==> src/rtl/display_pkg.sv <==
// ============================================================================
// display_pkg : shared constants and buffer type for the 7-segment scan block
// Revision    : 1.0
// ============================================================================
`default_nettype none

package display_pkg;

    // Upper bound on the digit count; buffers are sized for it and the
    // unused upper digits stay at zero.
    localparam int MAX_DIGITS = 16;

    localparam logic [6:0]            SEG_OFF = 7'b1111111;
    localparam logic [MAX_DIGITS-1:0] AN_OFF  = '1;

    typedef struct packed {
        logic [4*MAX_DIGITS-1:0] value;
        logic [MAX_DIGITS-1:0]   dp;
        logic [MAX_DIGITS-1:0]   blank;
    } disp_buf_t;

endpackage

`default_nettype wire

==> src/rtl/sietesegmentos.sv <==
// ============================================================================
// sietesegmentos : hex nibble to active-low 7-segment pattern {g,f,e,d,c,b,a}
// Revision       : 1.0
// ============================================================================
`default_nettype none

module sietesegmentos (
    input  logic [3:0] nibble_i,
    output logic [6:0] sseg_o
);

    always_comb begin
        sseg_o = 7'b1111111;
        case (nibble_i)
            4'h0: sseg_o = 7'b1000000;
            4'h1: sseg_o = 7'b1111001;
            4'h2: sseg_o = 7'b0100100;
            4'h3: sseg_o = 7'b0110000;
            4'h4: sseg_o = 7'b0011001;
            4'h5: sseg_o = 7'b0010010;
            4'h6: sseg_o = 7'b0000010;
            4'h7: sseg_o = 7'b1111000;
            4'h8: sseg_o = 7'b0000000;
            4'h9: sseg_o = 7'b0010000;
            4'hA: sseg_o = 7'b0001000;
            4'hB: sseg_o = 7'b0000011;
            4'hC: sseg_o = 7'b1000110;
            4'hD: sseg_o = 7'b0100001;
            4'hE: sseg_o = 7'b0000110;
            4'hF: sseg_o = 7'b0001110;
            default: sseg_o = 7'b1111111;
        endcase
    end

endmodule

`default_nettype wire

==> src/rtl/display_scan_ctrl.sv <==
// ============================================================================
// display_scan_ctrl : time-multiplexed common-anode scan with tear-free commit
// Revision          : 1.0
// ============================================================================
`default_nettype none

module display_scan_ctrl
    import display_pkg::*;
#(
    parameter int N_DIGITS = 4,
    parameter int PRESCALE = 50000
) (
    input  logic                  i_clk,
    input  logic                  i_reset,
    input  logic [4*N_DIGITS-1:0] i_value,
    input  logic [N_DIGITS-1:0]   i_dp,
    input  logic [N_DIGITS-1:0]   i_blank,
    input  logic                  i_load,
    output logic [N_DIGITS-1:0]   o_an,
    output logic [6:0]            o_sseg,
    output logic                  o_dp,
    output logic                  o_pending,
    output logic                  o_frame
);

    localparam int IW = (N_DIGITS > 1) ? $clog2(N_DIGITS) : 1;
    localparam int PW = (PRESCALE > 1) ? $clog2(PRESCALE) : 1;
    localparam int SW = $clog2(MAX_DIGITS);

    localparam logic [PW-1:0] PRESC_LAST = PW'(PRESCALE - 1);
    localparam logic [IW-1:0] IDX_LAST   = IW'(N_DIGITS - 1);

    logic [PW-1:0]       presc_q, presc_d;
    logic [IW-1:0]       idx_q, idx_d;
    disp_buf_t           disp_q, disp_d;
    disp_buf_t           pend_q, pend_d;
    logic                pending_q, pending_d;
    logic                frame_q;
    logic [N_DIGITS-1:0] an_q, an_d;
    logic [6:0]          sseg_q;
    logic                dp_q;

    logic                tick;
    logic                boundary;
    disp_buf_t           in_buf;
    logic [SW-1:0]       sel;
    logic [3:0]          nibble;
    logic [6:0]          seg_dec;
    logic [N_DIGITS-1:0] onehot;

    assign tick     = (presc_q == PRESC_LAST);
    assign boundary = tick && (idx_q == IDX_LAST);

    always_comb begin
        in_buf                         = '0;
        in_buf.value[4*N_DIGITS-1:0]   = i_value;
        in_buf.dp[N_DIGITS-1:0]        = i_dp;
        in_buf.blank[N_DIGITS-1:0]     = i_blank;
    end

    always_comb begin
        presc_d = tick ? '0 : presc_q + 1'b1;
        idx_d   = idx_q;
        if (tick) begin
            idx_d = (idx_q == IDX_LAST) ? '0 : idx_q + 1'b1;
        end
    end

    // A load on the boundary goes straight to the display image; otherwise it
    // lands in the pending buffer and waits for the next frame edge.
    always_comb begin
        disp_d    = disp_q;
        pend_d    = pend_q;
        pending_d = pending_q;
        if (boundary && i_load) begin
            disp_d    = in_buf;
            pending_d = 1'b0;
        end else begin
            if (boundary && pending_q) begin
                disp_d    = pend_q;
                pending_d = 1'b0;
            end
            if (i_load) begin
                pend_d    = in_buf;
                pending_d = 1'b1;
            end
        end
    end

    assign sel    = SW'(idx_q);
    assign nibble = disp_q.value[{sel, 2'b00} +: 4];

    sietesegmentos u_dec (
        .nibble_i (nibble),
        .sseg_o   (seg_dec)
    );

    // presc_q == 0 marks the first cycle of a slot (also right after reset),
    // which is exactly when the anti-ghost blank applies.
    always_comb begin
        onehot        = '0;
        onehot[idx_q] = 1'b1;
        an_d          = ~onehot;
        if ((presc_q == '0) || disp_q.blank[sel]) begin
            an_d = AN_OFF[N_DIGITS-1:0];
        end
    end

    always_ff @(posedge i_clk or posedge i_reset) begin
        if (i_reset) begin
            presc_q   <= '0;
            idx_q     <= '0;
            disp_q    <= '0;
            pend_q    <= '0;
            pending_q <= 1'b0;
            frame_q   <= 1'b0;
            an_q      <= AN_OFF[N_DIGITS-1:0];
            sseg_q    <= SEG_OFF;
            dp_q      <= 1'b1;
        end else begin
            presc_q   <= presc_d;
            idx_q     <= idx_d;
            disp_q    <= disp_d;
            pend_q    <= pend_d;
            pending_q <= pending_d;
            frame_q   <= boundary;
            an_q      <= an_d;
            sseg_q    <= seg_dec;
            dp_q      <= ~disp_q.dp[sel];
        end
    end

    assign o_an      = an_q;
    assign o_sseg    = sseg_q;
    assign o_dp      = dp_q;
    assign o_pending = pending_q;
    assign o_frame   = frame_q;

endmodule

`default_nettype wire

==> config.mk <==
export PLATFORM = sky130hd
export DESIGN_NAME = display_scan_ctrl
export DESIGN_NICKNAME = d
export VERILOG_FILES = /design/src/rtl/display_pkg.sv /design/src/rtl/sietesegmentos.sv /design/src/rtl/display_scan_ctrl.sv
export SDC_FILE = /design/constraint.sdc
export NUM_CORES = 1
export LEC_CHECK = 0
export ABC_AREA = 1
export BUFFER_PORTS_ARGS = -buffer_cell sky130_fd_sc_hd__buf_2
export CAP_MARGIN = 20
export CORE_ASPECT_RATIO = 1.75
export CORE_MARGIN = 1
export CORE_UTILIZATION = 44
export CTS_CLUSTER_DIAMETER = 50
export CTS_CLUSTER_SIZE = 40
export DETAILED_ROUTE_END_ITERATION = 8
export SYNTH_ARGS = -nofsm -noshare
export SYNTH_HDL_FRONTEND = slang
export SYNTH_HIERARCHICAL = 1
export SYNTH_SLANG_ARGS = --single-unit
==> constraint.sdc <==
create_clock -name i_clk -period 3.4 [get_ports i_clk]
set_input_delay 0 -clock i_clk [delete_from_list [all_inputs] [get_ports i_clk]]
set_output_delay 0 -clock i_clk [all_outputs]
set_load 0.005 [all_outputs]
==> impl_results.md, run 1 <==
* Actual slew at the worst max-slew pin at 0.893 ns
* Site row count at 46
* Mapped Nets at 591
* Post-synth top flop: sky130_fd_sc_hd__dfrtp_1
* Sequential fraction of the synthesis area at 0.482
* ANT nets after route at 0
* FF-to-FF path depth at 7
* Path category of the worst min-delay check: primary input to async pin
* Sum of net half-perimeters after detailed placement at between 6000 and 7000 µm
* Worst slew margin relative to its limit at 0.404
* Ratio of total power to cell area at 422 mW/mm²
* Pin count of the biggest net entering global routing at 49
* #FFs+latches synth at 80
* Placement-stage worst setup slack at 1.06 ns
* Yosys top cell by area: sky130_fd_sc_hd__dfrtp_1
* TritonCTS Buffers at 9
* Largest fanout on the critical path at 16
* Clock transition at the register clock pins on the worst setup and hold paths after CTS at 0.06 ns
* Residual overflow from global routing at 0
* Seq pwr share at 0.469
* IR drop worst, VDD at 0.260 mV
* Worst setup EP type: flip-flop
* Endpoint of the lowest-slack register-to-register path: o_sseg[1]
* Share of the cycle needed by the critical path after routing at 0.706
* Sort of element at the start of the critical path: flip-flop
* Combined area of the multi-input logic cells at 0.00180 mm²
* Flop-to-flop setup slack at 1.0 ns
* Post-route cell area at 0.00501 mm²
* Share of post-route cells with drive strength above 1 at 0.140
* Post-route DRC violation count at 0
* Register area at 0.00202 mm²
* Net count, final at 650
* Number of setup violations in the final report at 0
* Port buffer count at 40
* CTS max path bufs at 2
* Clk Tree Root Cell: sky130_fd_sc_hd__clkbuf_16
* Crit Path Class: flip-flop to flip-flop
* Via density at roughly 5
* Period minus WS final at 2.40 ns
* Leak pwr at 2.77 nW
* Comb power frac at 0.064
* Data arrival time of the critical path at between 2 and 3 ns
* Number of maximum-capacitance constraint violations at 0
* Number of hold violations in the final report at 0
* Required @ worst endpoint at 3.68 ns
* Count of vias placed by the detailed router at 3604
* Average wire length per cell after detail routing at 12.7 µm
* Antenna violations before repair at 0
* Clock latency of the later-clocked register in the worst-skew pair at 0.34 ns
* Total number of H-tree levels at 3
* Final-layout worst hold slack at ~0.15 ns
* Outcome: finished clean
* Net switching power at between 0.0004 and 0.0005 W
* Cells after Synth at 551
* Instance area after placement at 0.00443 mm²
* Placeable core area at 0.00915 mm²
* Maximum frequency from static timing analysis at 0.416 GHz
* RSZ-0062 raised after global routing: false
* Post-synthesis area per instance at 7.60 µm²
* Startpoint of the worst register-to-register path: idx_q[0]
* Launch point of the worst path: idx_q[0]
* Switching part of the total power at 0.222
* Number of library cell types mapped by synthesis at 34
* Count of buffers added by post-CTS timing repair for setup at 0
* TritonRoute pass-1 iters at 4
* Global-route wire length before repair at 15800 µm
* Final Slew Violations at 0
* Worst setup skew after layout at around 0.0047 ns
* Share of the synthesized area in the top cell type at 0.406
* Die X at 75.7 µm
* Cell Area, Synth at 0.00419 mm²
* Yosys warns at 6
* GRT Resource Usage Total at 0.212
* Routability Congestion at between 0.8 and 0.9
* Via count of the first global-routing pass at 3451
* DRT Wirelength at 9320 µm
* Fraction of registers with async set or reset after synthesis at 1.00
* Die Y-Extent at 131 µm
* Initial core utilization at 0.458
* Final setup margin at 0.999 ns
* Synthesis-to-layout area growth at 19.7%
* Boundary Pins at 41
* CTS tree: done
* Largest cells by area after synthesis: sky130_fd_sc_hd__dfrtp_1 (41%), sky130_fd_sc_hd__nand2_1 (17%), sky130_fd_sc_hd__dfstp_2 (7.5%), sky130_fd_sc_hd__nor2_1 (7.3%), sky130_fd_sc_hd__nand3_1 (5.7%)
* Number of synthesized flops with an enable pin at 0
* Final-layout setup total negative slack at 0 ns
* Clock tree sinks at 80
* Initial drt markers at 148
* DIE AREA at 0.00993 mm²
* Filler cells at between 800 and 900
* Number of diodes at 0
* Fraction of power consumed by the clock network at 0.467
* Internal power consumption at approximately 0.0016 W
* Total power at 0.00211 W
-- state kept, by name (all words and copies together), names as in the netlist --
name	flops
disp_q	24
idx_q	2
o_an	4
o_dp	1
o_frame	1
o_pending	1
o_sseg	7
pend_q	24
presc_q	16
-- synthesized netlist by cell type (2+ instances only) --
master	number
sky130_fd_sc_hd__nor3_1	7
sky130_fd_sc_hd__buf_2	9
sky130_fd_sc_hd__a32o_1	2
sky130_fd_sc_hd__inv_2	3
sky130_fd_sc_hd__clkbuf_1	4
sky130_fd_sc_hd__buf_6	4
sky130_fd_sc_hd__nand3_1	48
sky130_fd_sc_hd__nand2_4	2
sky130_fd_sc_hd__nand4_1	3
sky130_fd_sc_hd__nor2_1	82
sky130_fd_sc_hd__o21ai_0	13
sky130_fd_sc_hd__nand2_2	2
sky130_fd_sc_hd__a21oi_1	4
sky130_fd_sc_hd__ha_1	13
sky130_fd_sc_hd__xor2_1	6
sky130_fd_sc_hd__buf_1	2
sky130_fd_sc_hd__inv_1	56
sky130_fd_sc_hd__dfstp_2	12
sky130_fd_sc_hd__o22ai_1	5
sky130_fd_sc_hd__dfrtp_1	68
sky130_fd_sc_hd__nand2_1	193
-- repair_timing --
action                                 4_1_cts  5_1_grt
resized for setup                            0        0
endpoints found under the hold margin       59        0
hold buffers                                25        0
-- cell usage in the layout (no fill, tap or decap), types with 3 or more instances in the layout --
cell                              n
sky130_fd_sc_hd__ha_1            13
sky130_fd_sc_hd__nand3_1         48
sky130_fd_sc_hd__o21ai_0         13
sky130_fd_sc_hd__dfstp_2         12
sky130_fd_sc_hd__nor2_1          82
sky130_fd_sc_hd__a21oi_1          4
sky130_fd_sc_hd__inv_2            4
sky130_fd_sc_hd__inv_1           55
sky130_fd_sc_hd__o22ai_1          5
sky130_fd_sc_hd__xor2_1           6
sky130_fd_sc_hd__nand4_1          3
sky130_fd_sc_hd__buf_2           40
sky130_fd_sc_hd__clkbuf_16        9
sky130_fd_sc_hd__nand2_1        193
sky130_fd_sc_hd__dfrtp_1         68
sky130_fd_sc_hd__dlygate4sd3_1   25
sky130_fd_sc_hd__nor3_1           7
-- worst max-delay path by stage --
stage                 to  slack (ns)  cells past startpoint
2_1_floorplan  disp_q[0]        1.37                      1
3_3_place_gp   o_sseg[1]        1.21                      7
3_5_place_dp   o_sseg[1]        1.06                      7
4_1_cts        o_sseg[1]        1.04                      7
5_1_grt        o_sseg[1]        0.68                      7
6_report       o_sseg[1]         1.0                      7
-- layout make-up --
type	count	share of cell area
clock buffer	11	0.0504
clock inverter	5	0.0110
inverter	61	0.0467
multi-input combinational	390	0.360
sequential	80	0.402
tap	120	0.0300
timing repair buffer	68	0.0994
-- critical path, cell delays in order, from the launching register on --
cell,delay [ns]
sky130_fd_sc_hd__dfrtp_1,0.54
sky130_fd_sc_hd__inv_1,0.39
sky130_fd_sc_hd__o21ai_0,0.13
sky130_fd_sc_hd__o22ai_1,0.69
sky130_fd_sc_hd__inv_1,0.24
sky130_fd_sc_hd__nand2_1,0.16
sky130_fd_sc_hd__nand3_1,0.08
sky130_fd_sc_hd__nand2_1,0.10
-- power groups by stage --
stage / clock network [W] / registers [W] / logic (W)
final: 0.000988 / 0.000991 / 0.000135
after floorplan: 0 / 0.00100 / 0.0000788
after global placement: 0 / 0.00101 / 0.000110
after CTS: 0.00101 / 0.000990 / 0.000135
after detailed placement: 0 / 0.00101 / 0.000113
after global routing: 0.00105 / 0.000993 / 0.000157
-- logic make-up (layout without fill, tap and decap cells) --
group | count (synthesis) | in the layout | share of synthesized area
xor gates and xnor gates | 7 | 7 | 0.0146
DFF | 80 | 80 | 0.482
adders and majority gates | 13 | 13 | 0.0388
AOI/OAI and AO/OA | 27 | 27 | 0.0373
buffers and inverters | 81 | 145 | 0.0875
and+or+nand+nor | 343 | 343 | 0.340
-- per-layer routing --
metal / up-vias / wire, µm / track usage
met3: 19 / 239 / 0.0352
li1: 1815 / - / -
met1: 1709 / 3990 / 0.238
met4: 0 / 238 / 0.105
met2: 61 / 4850 / 0.376
met5: - / 0 / 0
-- stage by stage --
step	utilization	cells
after global placement	0.484	693
after global routing	0.548	735
after floorplan	-	551
after detailed placement	0.484	693
final	0.548	735
after CTS	0.545	734
(Power assumes the default switching activity.)
==> run 2, diff against run 1 <==
==> constraint.sdc (replaced) <==
create_clock -name i_clk -period 2.4 [get_ports i_clk]
set_input_delay 0 -clock i_clk [delete_from_list [all_inputs] [get_ports i_clk]]
set_output_delay 0 -clock i_clk [all_outputs]
set_load 0.005 [all_outputs]
==> impl_results.md, run 2 (synthesized netlist as in run 1, its figures left out) <==
* Cell mode on critical path: sky130_fd_sc_hd__nand3_1
* Critical Path Max Stage Delay at 0.55 ns
* Leak pwr at around 2.8 nW
* CP max stage cell: sky130_fd_sc_hd__dlygate4sd3_1
* Number of diodes at 0
* DIE AREA at 0.00993 mm²
* Share of post-route cells with drive strength above 1 at 0.147
* WHS Path Cells at 4
* Leading cell types in the layout, fill and taps excluded: sky130_fd_sc_hd__nand2_1 (193), sky130_fd_sc_hd__nor2_1 (82), sky130_fd_sc_hd__dfrtp_1 (68)
* Total number of H-tree levels at 3
* DRT Wirelength at 9050 µm
* IR drop worst, VDD at 0.404 mV
* Path category of the worst min-delay check: primary input to flip-flop
* Largest fanout on the critical path at 27
* Switching part of the total power at 0.218
* Via count of the first global-routing pass at 3476
* Placeable core area at 0.00915 mm²
* Initial core utilization at 0.458
* Endpoint of the lowest-slack register-to-register path: pend_q[2]
* Share of the cycle needed by the critical path after routing at 0.917
* Number of setup violations in the final report at 0
* Worst setup EP type: flip-flop
* Seq pwr share at 0.457
* Startpoint of the worst register-to-register path: presc_q[0]
* Die X at 75.7 µm
* Ratio of total power to cell area at 607 mW/mm²
* Port buffer count at 40
* Clock transition at the register clock pins on the worst setup and hold paths after CTS at about 0.060 ns
* ANT nets after route at 0
* Critical path, cell by cell: ha_1 > nand3_1 > nor2_2 > nand2_4 > inv_6 > nand2_8 > nand3_1 > dlygate4sd3_1 > nand2_1
* Average wire length per cell after detail routing at 12.2 µm
* Data arrival time of the critical path at 2.43 ns
* Comb power frac at 0.061
* Flop-to-flop setup slack at 0.20 ns
* Clock tree sinks at 80
* Most frequent standard cell in the layout excluding fill and tap cells: sky130_fd_sc_hd__nand2_1
* Via density at between 4 and 5
* Sum of net half-perimeters after detailed placement at about 6300 µm
* CTS max path bufs at 2
* Outcome: finished clean
* Actual slew at the worst max-slew pin at 0.761 ns
* Worst path bufs/invs at 2
* TritonCTS Buffers at 9
* Largest delay share family, worst path: simple AND/OR/NAND/NOR gates
* Global-route wire length before repair at 15500 µm
* Final Slew Violations at 0
* Fraction of power consumed by the clock network at 0.482
* Sort of element at the start of the critical path: flip-flop
* Clk Tree Root Cell: sky130_fd_sc_hd__clkbuf_16
* CTS tree: done
* RSZ-0062 raised after global routing: false
* Routability Congestion at 0.893
* Period minus WS final at approximately 2.2 ns
* Count of vias placed by the detailed router at 3566
* Number of maximum-capacitance constraint violations at 0
* Synthesis-to-layout area growth at 20.7%
* Number of hold violations in the final report at 0
* Die Y-Extent at 131 µm
* GRT Resource Usage Total at 0.208
* Antenna violations before repair at 0
* Internal power consumption at 0.00240 W
* Clock latency of the later-clocked register in the worst-skew pair at 0.34 ns
* Required @ worst endpoint at 2.63 ns
* Filler cells at 864
* Final-layout setup total negative slack at 0 ns
* Worst setup skew after layout at 0.00568 ns
* Worst hold start: i_load
* Site row count at 46
* Post-route DRC violation count at 0
* Net switching power at 0.000669 W
* Pin count of the biggest net entering global routing at 49
* Net count, final at ~660
* Crit Path Class: flip-flop to flip-flop
* Residual overflow from global routing at 0
* TritonRoute pass-1 iters at 4
* End point of the worst hold path: o_pending
* Worst slew margin relative to its limit at 0.492
* Maximum frequency from static timing analysis at 0.454 GHz
* Boundary Pins at 41
* Total power at 0.00307 W
* Count of buffers added by post-CTS timing repair for setup at 0
* Top flop regs: disp_q (24), pend_q (24), presc_q (16)
* Initial drt markers at between 150 and 200
* FF-to-FF path depth at 9
-- run 2: power groups by stage --
stage               logic [W]  clock network (W)  registers [W]
global placement     0.000156                  0        0.00143
global route         0.000219            0.00157        0.00141
floorplan            0.000112                  0        0.00142
CTS                  0.000192            0.00152        0.00140
finish               0.000187            0.00148        0.00140
detailed placement   0.000159                  0        0.00143
-- run 2: worst register-to-register path: stages (launching register included) --
cell and delay (ns):
sky130_fd_sc_hd__dfrtp_1 0.39, sky130_fd_sc_hd__ha_1 0.23, sky130_fd_sc_hd__nand3_1 0.15, sky130_fd_sc_hd__nor2_2 0.25, sky130_fd_sc_hd__nand2_4 0.11, sky130_fd_sc_hd__inv_6 0.11
sky130_fd_sc_hd__nand2_8 0.15, sky130_fd_sc_hd__nand3_1 0.12, sky130_fd_sc_hd__dlygate4sd3_1 0.55, sky130_fd_sc_hd__nand2_1 0.05
-- run 2: how the worst max path moves through the flow --
stage / start / end / slack (ns) / cells after the start
2_1_floorplan: i_reset / disp_q[0] / 0.37 / 1
3_3_place_gp: presc_q[0] / pend_q[16] / 0.55 / 9
3_5_place_dp: idx_q[1] / o_sseg[3] / 0.49 / 8
4_1_cts: presc_q[0] / pend_q[2] / 0.1 / 9
5_1_grt: presc_q[0] / pend_q[2] / 0.07 / 9
6_report: presc_q[0] / pend_q[2] / 0.20 / 9
-- run 2: routing by layer --
metal / GRT usage / wire length [µm] / up-vias
li1: - / - / 1829
met1: 0.241 / 3890 / 1664
met2: 0.357 / 4690 / 50
met3: 0.0245 / 157 / 23
met4: 0.123 / 321 / 0
met5: 0 / 0 / -
-- run 2: through the flow --
stage / setup slack [ns] / instances / area, µm² / utilization / hold WS [ns]
after floorplan: 0.368 / 551 / 4190 / - / 0.145
after global placement: 0.545 / 699 / 4470 / 0.488 / 0.0239
after detailed placement: 0.489 / 699 / 4470 / 0.488 / 0.0248
after CTS: 0.0971 / 741 / 5050 / 0.552 / 0.0621
after global routing: 0.0736 / 741 / 5060 / 0.553 / 0.112
final: 0.198 / 741 / 5060 / 0.553 / 0.0741
-- run 2: area by class of cell --
class	count	area (µm²)	area share
clock inverters	6	82.6	0.0163
repair buffers	74	520	0.103
clock buffers	10	239	0.0473
flip-flops and latches	80	2020	0.399
well taps	120	150	0.0297
multi-input cells	390	1810	0.359
inverters	61	234	0.0463
-- run 2: timing repair --
item                       CTS  global route
hold endpoints to repair    44             0
hold buffers                26             0
gates resized for setup      0             1
setup endpoints to repair    0             1
==> run 3, diff against run 2 <==
--- a/config.mk
+++ b/config.mk
@@ -14,6 +14,8 @@
 export CTS_CLUSTER_DIAMETER = 50
 export CTS_CLUSTER_SIZE = 40
 export DETAILED_ROUTE_END_ITERATION = 8
+export MAX_ROUTING_LAYER = met4
+export SLEW_MARGIN = 20
 export SYNTH_ARGS = -nofsm -noshare
 export SYNTH_HDL_FRONTEND = slang
 export SYNTH_HIERARCHICAL = 1
==> constraint.sdc (replaced) <==
create_clock -name i_clk -period 2.4 [get_ports i_clk]
set_input_delay 0 -clock i_clk [delete_from_list [all_inputs] [get_ports i_clk]]
set_output_delay 0 -clock i_clk [all_outputs]
set_load 0.02 [all_outputs]
==> impl_results.md, run 3 (synthesized netlist as in run 1, its figures left out) <==
* CTS tree: done
* Largest fanout on the critical path at 27
* Leak pwr at 2.78 nW
* Inst Count DP at 699
* Met2 wirelength from detailed routing at 4720 µm
* Count of buffers added by post-CTS timing repair for setup at 0
* Sum of net half-perimeters after detailed placement at 6350 µm
* Port buffer count at 40
* Initial core utilization at 0.458
* Final Slew Violations at 0
* Final Core Density at 0.553
* Via density at 4.82
* Residual overflow from global routing at 0
* Initial drt markers at 155
* Pin count of the biggest net entering global routing at around 50
* Crit Path Class: flip-flop to flip-flop
* Uppermost layer routed: met4
* Number of hold violations in the final report at 0
* Global-route wire length before repair at 15500 µm
* Fraction of power consumed by the clock network at 0.481
* Internal power consumption at 0.00240 W
* CTS max path bufs at 2
* Top flop regs: disp_q (24), pend_q (24), presc_q (16)
* Sort of element at the start of the critical path: flip-flop
* Routability Congestion at about 0.9
* Outcome: finished clean
* Die X at ~76 µm
* Count of vias placed by the detailed router at 3575
* Placeable core area at 0.00915 mm²
* RSZ-0062 raised after global routing: false
* Number of diodes at 0
* Worst slew margin relative to its limit at 0.485
* Worst setup EP type: flip-flop
* Final-layout setup total negative slack at 0 ns
* Synthesis-to-layout area growth at 20.7%
* Switching part of the total power at 0.217
* Data arrival time of the critical path at 2.43 ns
* Required @ worst endpoint at ~2.6 ns
* Clock transition at the register clock pins on the worst setup and hold paths after CTS at 0.06 ns
* IR drop worst, VDD at 0.402 mV
* Met3 layer wire length in the routed design at 163 µm
* Filler-free cell count of the finished design at 741
* Boundary Pins at 41
* Share of the cycle needed by the critical path after routing at 0.918
* Average wire length per cell after detail routing at 12.3 µm
* Actual slew at the worst max-slew pin at 0.771 ns
* Maximum frequency from static timing analysis at around 0.45 GHz
* Clk Tree Root Cell: sky130_fd_sc_hd__clkbuf_16
* DIE AREA at 0.00993 mm²
* Seq pwr share at 0.457
* Via count of the first global-routing pass at 3489
* TritonCTS Buffers at 9
* DRT Wirelength at 9100 µm
* Path category of the worst min-delay check: primary input to flip-flop
* Most frequent standard cell in the layout excluding fill and tap cells: sky130_fd_sc_hd__nand2_1
* Post-route met1 wirelength at 3950 µm
* Net switching power at 0.000667 W
* Antenna violations before repair at 0
* Share of post-route cells with drive strength above 1 at 0.147
* Clock latency of the later-clocked register in the worst-skew pair at 0.34 ns
* Ratio of total power to cell area at 607 mW/mm²
* Total number of H-tree levels at 3
* Worst setup skew after layout at roughly 0.0055 ns
* Post-route DRC violation count at 0
* Number of setup violations in the final report at 0
* GRT Resource Usage Total at 0.213
* ANT nets after route at 0
* Comb power frac at 0.061
* Die Y-Extent at 131 µm
* Clock tree sinks at 80
* Leading cell types in the layout, fill and taps excluded: sky130_fd_sc_hd__nand2_1 (193), sky130_fd_sc_hd__nor2_1 (82), sky130_fd_sc_hd__dfrtp_1 (68)
* Period minus WS final at 2.20 ns
* Net count, final at between 600 and 700
* TritonRoute pass-1 iters at 4
* Site row count at 46
* Number of maximum-capacitance constraint violations at 0
-- run 3: cell counts in the layout (fill, tap and decap cells not counted) --
Identical to the previous run, type by type.
-- run 3: power by group through the flow --
stage	logic, W	registers [W]	clock network, W
2_1_floorplan	0.000112	0.00142	0
3_3_place_gp	0.000156	0.00143	0
3_5_place_dp	0.000159	0.00143	0
4_1_cts	0.000192	0.00140	0.00152
5_1_grt	0.000219	0.00141	0.00157
6_report	0.000188	0.00140	0.00148
-- run 3: layer usage --
metal / GRT usage / up-vias
met5: - / -
met4: 0.110 / 0
met3: 0.0336 / 21
met2: 0.359 / 57
met1: 0.238 / 1670
li1: - / 1827
-- run 3: cell type report --
| type | count | area (µm²) |
|---|---|---|
| clock buffers | 10 | 239 |
| clock inverters | 6 | 82.6 |
| fillers | 864 | 4100 |
| inverters | 61 | 234 |
| multi-input cells | 390 | 1810 |
| flip-flops and latches | 80 | 2020 |
| well taps | 120 | 150 |
| repair buffers | 74 | 520 |
-- run 3: worst max-delay path, stage by stage (launching register included) --
cell and delay [ns]:
sky130_fd_sc_hd__dfrtp_1 0.39, sky130_fd_sc_hd__ha_1 0.23, sky130_fd_sc_hd__nand3_1 0.14, sky130_fd_sc_hd__nor2_2 0.25
sky130_fd_sc_hd__nand2_4 0.11, sky130_fd_sc_hd__inv_6 0.11, sky130_fd_sc_hd__nand2_8 0.15, sky130_fd_sc_hd__nand3_1 0.11
sky130_fd_sc_hd__dlygate4sd3_1 0.55, sky130_fd_sc_hd__nand2_1 0.05
-- run 3: final timing paths --
check / from / end / slack, ns / cells after the start
max: presc_q[0] / pend_q[2] / 0.20 / 9
min: i_load / o_pending / 0.07 / 4
max reg2reg: presc_q[0] / pend_q[2] / 0.20 / 9
min reg2reg: pend_q[18] / pend_q[18] / 0.47 / 2
max in group asynchronous: i_reset / pend_q[17] / 1.41 / 4
min in group asynchronous: i_reset / presc_q[10] / 0.21 / 3
-- run 3: repair_timing --
item | in CTS | in global routing
endpoints found under the hold margin | 44 | 0
resized for setup | 0 | 1
setup endpoints to repair | 0 | 1
hold buffers | 26 | 0
-- run 3: per-stage QoR --
| stage | total power [W] | hold slack, ns | setup slack, ns | instance area, µm² |
|---|---|---|---|---|
| 5_1_grt | 0.00319 | 0.110 | 0.0702 | 5060 |
| 4_1_cts | 0.00311 | 0.0621 | 0.0971 | 5050 |
| 3_5_place_dp | 0.00159 | 0.0248 | 0.489 | 4470 |
| 2_1_floorplan | 0.00153 | 0.145 | 0.368 | 4190 |
| 3_3_place_gp | 0.00158 | 0.0239 | 0.545 | 4470 |
| 6_report | 0.00307 | 0.0704 | 0.197 | 5060 |
